--- config.mk ---
export PLATFORM = sky130hd
export DESIGN_NAME = instr_fetch
export DESIGN_NICKNAME = d
export VERILOG_FILES = /design/src/rtl/instr_fetch.sv
export SDC_FILE = /design/constraint.sdc
export NUM_CORES = 1
export LEC_CHECK = 0
export CAP_MARGIN = 20
export CORE_UTILIZATION = 38
export CTS_CLUSTER_DIAMETER = 40
export DETAILED_ROUTE_END_ITERATION = 12
export GPL_TIMING_DRIVEN = 1
export PLACE_DENSITY = 0.78
export SYNTH_ARGS = -nofsm -noshare
export SYNTH_HDL_FRONTEND = slang
export SYNTH_SLANG_ARGS = --single-unit
--- constraint.sdc ---
create_clock -name clk -period 4.5 [get_ports clk]
set_input_delay 0.9 -clock clk [delete_from_list [all_inputs] [get_ports clk]]
set_output_delay 0.9 -clock clk [all_outputs]
set_load 0.05 [all_outputs]
--- src/rtl/instr_fetch.sv ---
`default_nettype none
// ============================================================================
// Module      : instr_fetch
// Description : PC register, req/ack instruction fetch and next-PC selection
//               feeding the Extend stage.
// Revision    : 1.0 - initial release
// ============================================================================
module instr_fetch #(
    parameter logic [31:0] RESET_PC = 32'h0000_0000
) (
    input  logic        clk,
    input  logic        reset,
    input  logic [1:0]  pc_op,
    input  logic        branch_taken,
    input  logic [31:0] ext_imm,
    input  logic [31:0] jr_target,
    input  logic        advance,
    input  logic        halt,
    output logic        imem_req,
    output logic [31:0] imem_addr,
    input  logic        imem_ack,
    input  logic [31:0] imem_rdata,
    output logic [31:0] instr,
    output logic        instr_valid,
    output logic [31:0] pc,
    output logic [31:0] pc_plus4,
    output logic [15:0] immediate,
    output logic        halted
);

    localparam logic [1:0] c_IDLE  = 2'd0;
    localparam logic [1:0] c_FETCH = 2'd1;
    localparam logic [1:0] c_VALID = 2'd2;
    localparam logic [1:0] c_HALT  = 2'd3;

    localparam logic [1:0] c_OP_SEQ    = 2'b00;
    localparam logic [1:0] c_OP_BRANCH = 2'b01;
    localparam logic [1:0] c_OP_JUMP   = 2'b10;

    logic [1:0]  state_q, state_d;
    logic [31:0] pc_q, pc_d;
    logic [31:0] instr_q, instr_d;
    logic        armed_q, armed_d;
    logic [31:0] w_next_pc;

    assign pc          = pc_q;
    assign imem_addr   = pc_q;
    assign instr       = instr_q;
    assign pc_plus4    = pc_q + 32'd4;
    assign immediate   = instr_q[15:0];
    assign imem_req    = (state_q == c_FETCH);
    assign instr_valid = (state_q == c_VALID);
    assign halted      = (state_q == c_HALT);

    always_comb begin
        w_next_pc = pc_plus4;
        case (pc_op)
            c_OP_SEQ:    w_next_pc = pc_plus4;
            c_OP_BRANCH: w_next_pc = branch_taken ? (pc_plus4 + (ext_imm << 2)) : pc_plus4;
            c_OP_JUMP:   w_next_pc = {pc_plus4[31:28], instr_q[25:0], 2'b00};
            default:     w_next_pc = jr_target & ~32'h0000_0003;
        endcase
    end

    // The first edge after reset release only arms the stage, so IDLE spans
    // one full cycle and the first request rises on the second edge.
    always_comb begin
        state_d = state_q;
        pc_d    = pc_q;
        instr_d = instr_q;
        armed_d = 1'b1;
        case (state_q)
            c_IDLE: begin
                if (armed_q) begin
                    state_d = c_FETCH;
                end
            end
            c_FETCH: begin
                if (imem_ack) begin
                    instr_d = imem_rdata;
                    state_d = c_VALID;
                end
            end
            c_VALID: begin
                if (halt) begin
                    state_d = c_HALT;
                end else if (advance) begin
                    pc_d    = w_next_pc;
                    state_d = c_FETCH;
                end
            end
            default: state_d = c_HALT;
        endcase
    end

    always_ff @(posedge clk or posedge reset) begin
        if (reset) begin
            state_q <= c_IDLE;
            pc_q    <= RESET_PC;
            instr_q <= 32'd0;
            armed_q <= 1'b0;
        end else begin
            state_q <= state_d;
            pc_q    <= pc_d;
            instr_q <= instr_d;
            armed_q <= armed_d;
        end
    end

endmodule
`default_nettype wire

==> impl_metrics.json, run 1 <==
{
  "r2r-start": "imem_addr[4]$_DFFE_PP0P_",
  "cellPowerDensity_mw_per_mm2": 503,
  "timing.max_cap.violations": 0,
  "pwr-share-clk": 0.150,
  "ctsHoldBuffers": 0,
  "clk_latency_ns": 0.33,
  "post_cts_resized": 0,
  "peakVddDrop_v": 0.000473,
  "cp_cell_sequence": "ha_1 -> nand3_1 -> nor3_2 -> and3_1 -> and4_1 -> xor2_1 -> clkdlybuf4s50_1",
  "synth_edf_count": 0,
  "cts_setup_buffers": 0,
  "htreeDepth": 3,
  "antenna_found_initial": 0,
  "syn_area_mm2": 0.00585,
  "grt_max_degree": 53,
  "gp_congestion": 0.910,
  "vias_per_cell": 5.37,
  "crit_path_end_kind": "output port",
  "place_area_mm2": 0.00815,
  "synth_seq_cells": 65,
  "drt_first_pass_iters": 5,
  "cts_buffers": 9,
  "holdPathStages": 1,
  "multi_input_area_mm2": 0.00374,
  "antenna_left": 0,
  "clk_root_buffer_cell": "clkbuf_16",
  "startpoint_type": "flip-flop",
  "area_delta_synth_final_pct": 43.9,
  "arrival_ns": 3.26,
  "netSwitchingPower_w": 0.00219,
  "synth.largest_area_cell": "dfrtp_1",
  "cts_sinks": 65,
  "diodes": 0,
  "yosys.area.top_type_share": 0.278,
  "rows": 45,
  "overflow": 0,
  "power.total_w": 0.00424,
  "drc": 0,
  "coreArea_mm2": 0.0151,
  "reg2reg_to": "imem_addr[28]$_DFFE_PP0P_",
  "detail_route.wl_per_cell_um": 17.7,
  "ys_types": 70,
  "dp_slack_ns": 0.478,
  "synthArstFlopShare": 1.00,
  "synth_seq_area_share": 0.278,
  "clock.fmax_ghz": 0.240,
  "hp-start": "instr[30]$_DFFE_PP0P_",
  "die_y_um": 126,
  "hold_violations": 0,
  "max_stage_delay_ns": 0.87,
  "finClkSkew_ns": 0.00573,
  "netlist_top_cells_area": "dfrtp_1 28%, ha_1 7.7%, mux2_2 6.9%",
  "die_area_mm2": 0.0159,
  "initial_utilization": 0.387,
  "intPower_w": 0.00206,
  "drive_gt1_frac": 0.104,
  "timing.final.crit_share": 0.924,
  "grt_pass1_vias": 5236,
  "synthFlopType": "dfrtp_1",
  "dieWidth_um": 126,
  "layout_common_cells": "239 x clkdlybuf4s50_1, 65 x dfrtp_1, 60 x nand2_1",
  "slew-limit-headroom": 0.445,
  "worst_slack_ns": 0.342,
  "slew_violations": 0,
  "first_iter_violations": 434,
  "reg2reg_depth": 15,
  "nNetsFinal": 1008,
  "worst-setup-path-type": "reg -> out",
  "route.vias.total": 5696,
  "pin_count": 251,
  "rsz0062_at_grt": "false",
  "run_status": "complete, no violations",
  "period_minus_slack_ns": 4.16,
  "grt_pass1_wl_mm": 28.8,
  "hold_path_end": "instr[30]$_DFFE_PP0P_",
  "ff_latch_area_mm2": 0.00163,
  "syn_area_per_cell_um2": 8.66,
  "synth_cells": 676,
  "min_path_type": "reg -> reg",
  "power_switching_share": 0.515,
  "track_usage": 0.229,
  "setup_viol": 0,
  "clk_pin_slew_ns": 0.06,
  "final_common_cell": "clkdlybuf4s50_1",
  "portBuffers": 240,
  "wl_mm": 18.7,
  "final_cell_area_mm2": 0.00843,
  "slowest_stage": "clkdlybuf4s50_1",
  "tightest_slew_ns": 0.831,
  "hpwl_mm": 14.7,
  "rrSetupSlack_ns": 0.41,
  "clockBufferDepth": 2,
  "cp_data_required_time_ns": 3.60,
  "seqPwrFrac": 0.216,
  "yosysWarnings": 0,
  "power.leakage_nw": 3.62,
  "crit_fanout": 6,
  "p_comb_frac": 0.634,
  "cts_tree": "done",
  "fillers": 1372
}
## through the flow
step	utilization	instances	TNS, ns	hold slack [ns]
after floorplan	-	681	-0.0608	0.516
after global placement	0.538	1044	0	0.488
after detailed placement	0.538	1044	0	0.494
after CTS	0.556	1060	0	0.508
after global routing	0.556	1060	0	0.512
final	0.556	1060	0	0.504
## kinds of logic after synthesis
family          synth area share
compound gates             0.190
xor+xnor                  0.0716
fa+ha+maj                 0.0804
buf+inv                   0.0943
flops                      0.278
mux                        0.110
other cells              0.00128
simple gates               0.174
## critical path, delay by kind of cell (launching register included)
family / cells / cell delay [ns]
buffers and inverters: 1 / 0.87
and+or+nand+nor: 4 / 1.05
adders and majority gates: 1 / 0.28
xor gates and xnor gates: 1 / 0.30
DFF: 1 / 0.44
## worst max path at each step
stage,start,end,slack [ns],depth (start not counted)
4_1_cts,imem_addr[2]$_DFFE_PP0P_,pc_plus4[26],0.36,7
6_report,imem_addr[2]$_DFFE_PP0P_,pc_plus4[22],0.34,7
5_1_grt,imem_addr[2]$_DFFE_PP0P_,pc_plus4[22],0.21,7
2_1_floorplan,imem_addr[2]$_DFFE_PP0P_,imem_addr[28]$_DFFE_PP0P_,-0.06,15
3_3_place_gp,imem_addr[4]$_DFFE_PP0P_,imem_addr[28]$_DFFE_PP0P_,0.48,15
3_5_place_dp,ext_imm[0],imem_addr[26]$_DFFE_PP0P_,0.48,13
## power groups by stage
stage | registers [W] | logic (W) | clock network [W]
5_1_grt | 0.000942 | 0.00282 | 0.000669
3_3_place_gp | 0.000920 | 0.00266 | 0
4_1_cts | 0.000917 | 0.00269 | 0.000645
2_1_floorplan | 0.00139 | 0.00142 | 0
6_report | 0.000918 | 0.00269 | 0.000635
3_5_place_dp | 0.000925 | 0.00267 | 0
## registers in the layout, summed over array words and instances, names as in the netlist
| signal | count |
|---|---|
| instr | 32 |
| state_q | 2 |
| armed_q | 1 |
| imem_addr | 30 |
## cell type report
class | instances | share of cell area
clock buffers | 9 | 0.0267
clock inverters | 7 | 0.00564
inverters | 14 | 0.00624
multi-input cells | 524 | 0.444
flip-flops and latches | 65 | 0.193
well taps | 188 | 0.0279
repair buffers | 253 | 0.296
## cells in the mapped netlist, drive strengths merged, types with 3 or more instances
library cell	count
nand4	6
buf	61
o22ai	4
o221ai	4
mux2i	24
xnor2	24
a21o	9
a21boi	3
a221oi	3
and2	8
o41ai	3
inv	13
xor2	23
a31oi	5
o21a	6
and3	14
nand2	61
nand2b	6
a21oi	52
dfrtp	65
mux2	36
ha	36
o21ai	38
a211oi	12
nor3b	3
o211ai	8
nor3	14
clkbuf	17
nor2b	6
or3	5
nand3	22
nor2	51
and4	4
o31ai	4
## layer usage
layer	wire length, µm	vias to the layer above	GRT usage
li1	-	2765	-
met1	8320	2665	0.317
met2	8650	251	0.369
met3	1530	15	0.0442
met4	228	0	0.0517
met5	0	-	0
Note: power is estimated with default switching activity, not from simulation.
==> run 2: changes to the inputs <==
- SKIP_CTS_REPAIR_TIMING: default -> 1
==> results of run 2 <==
No change in the layout: final DEF, timing and power equal those of run 1.
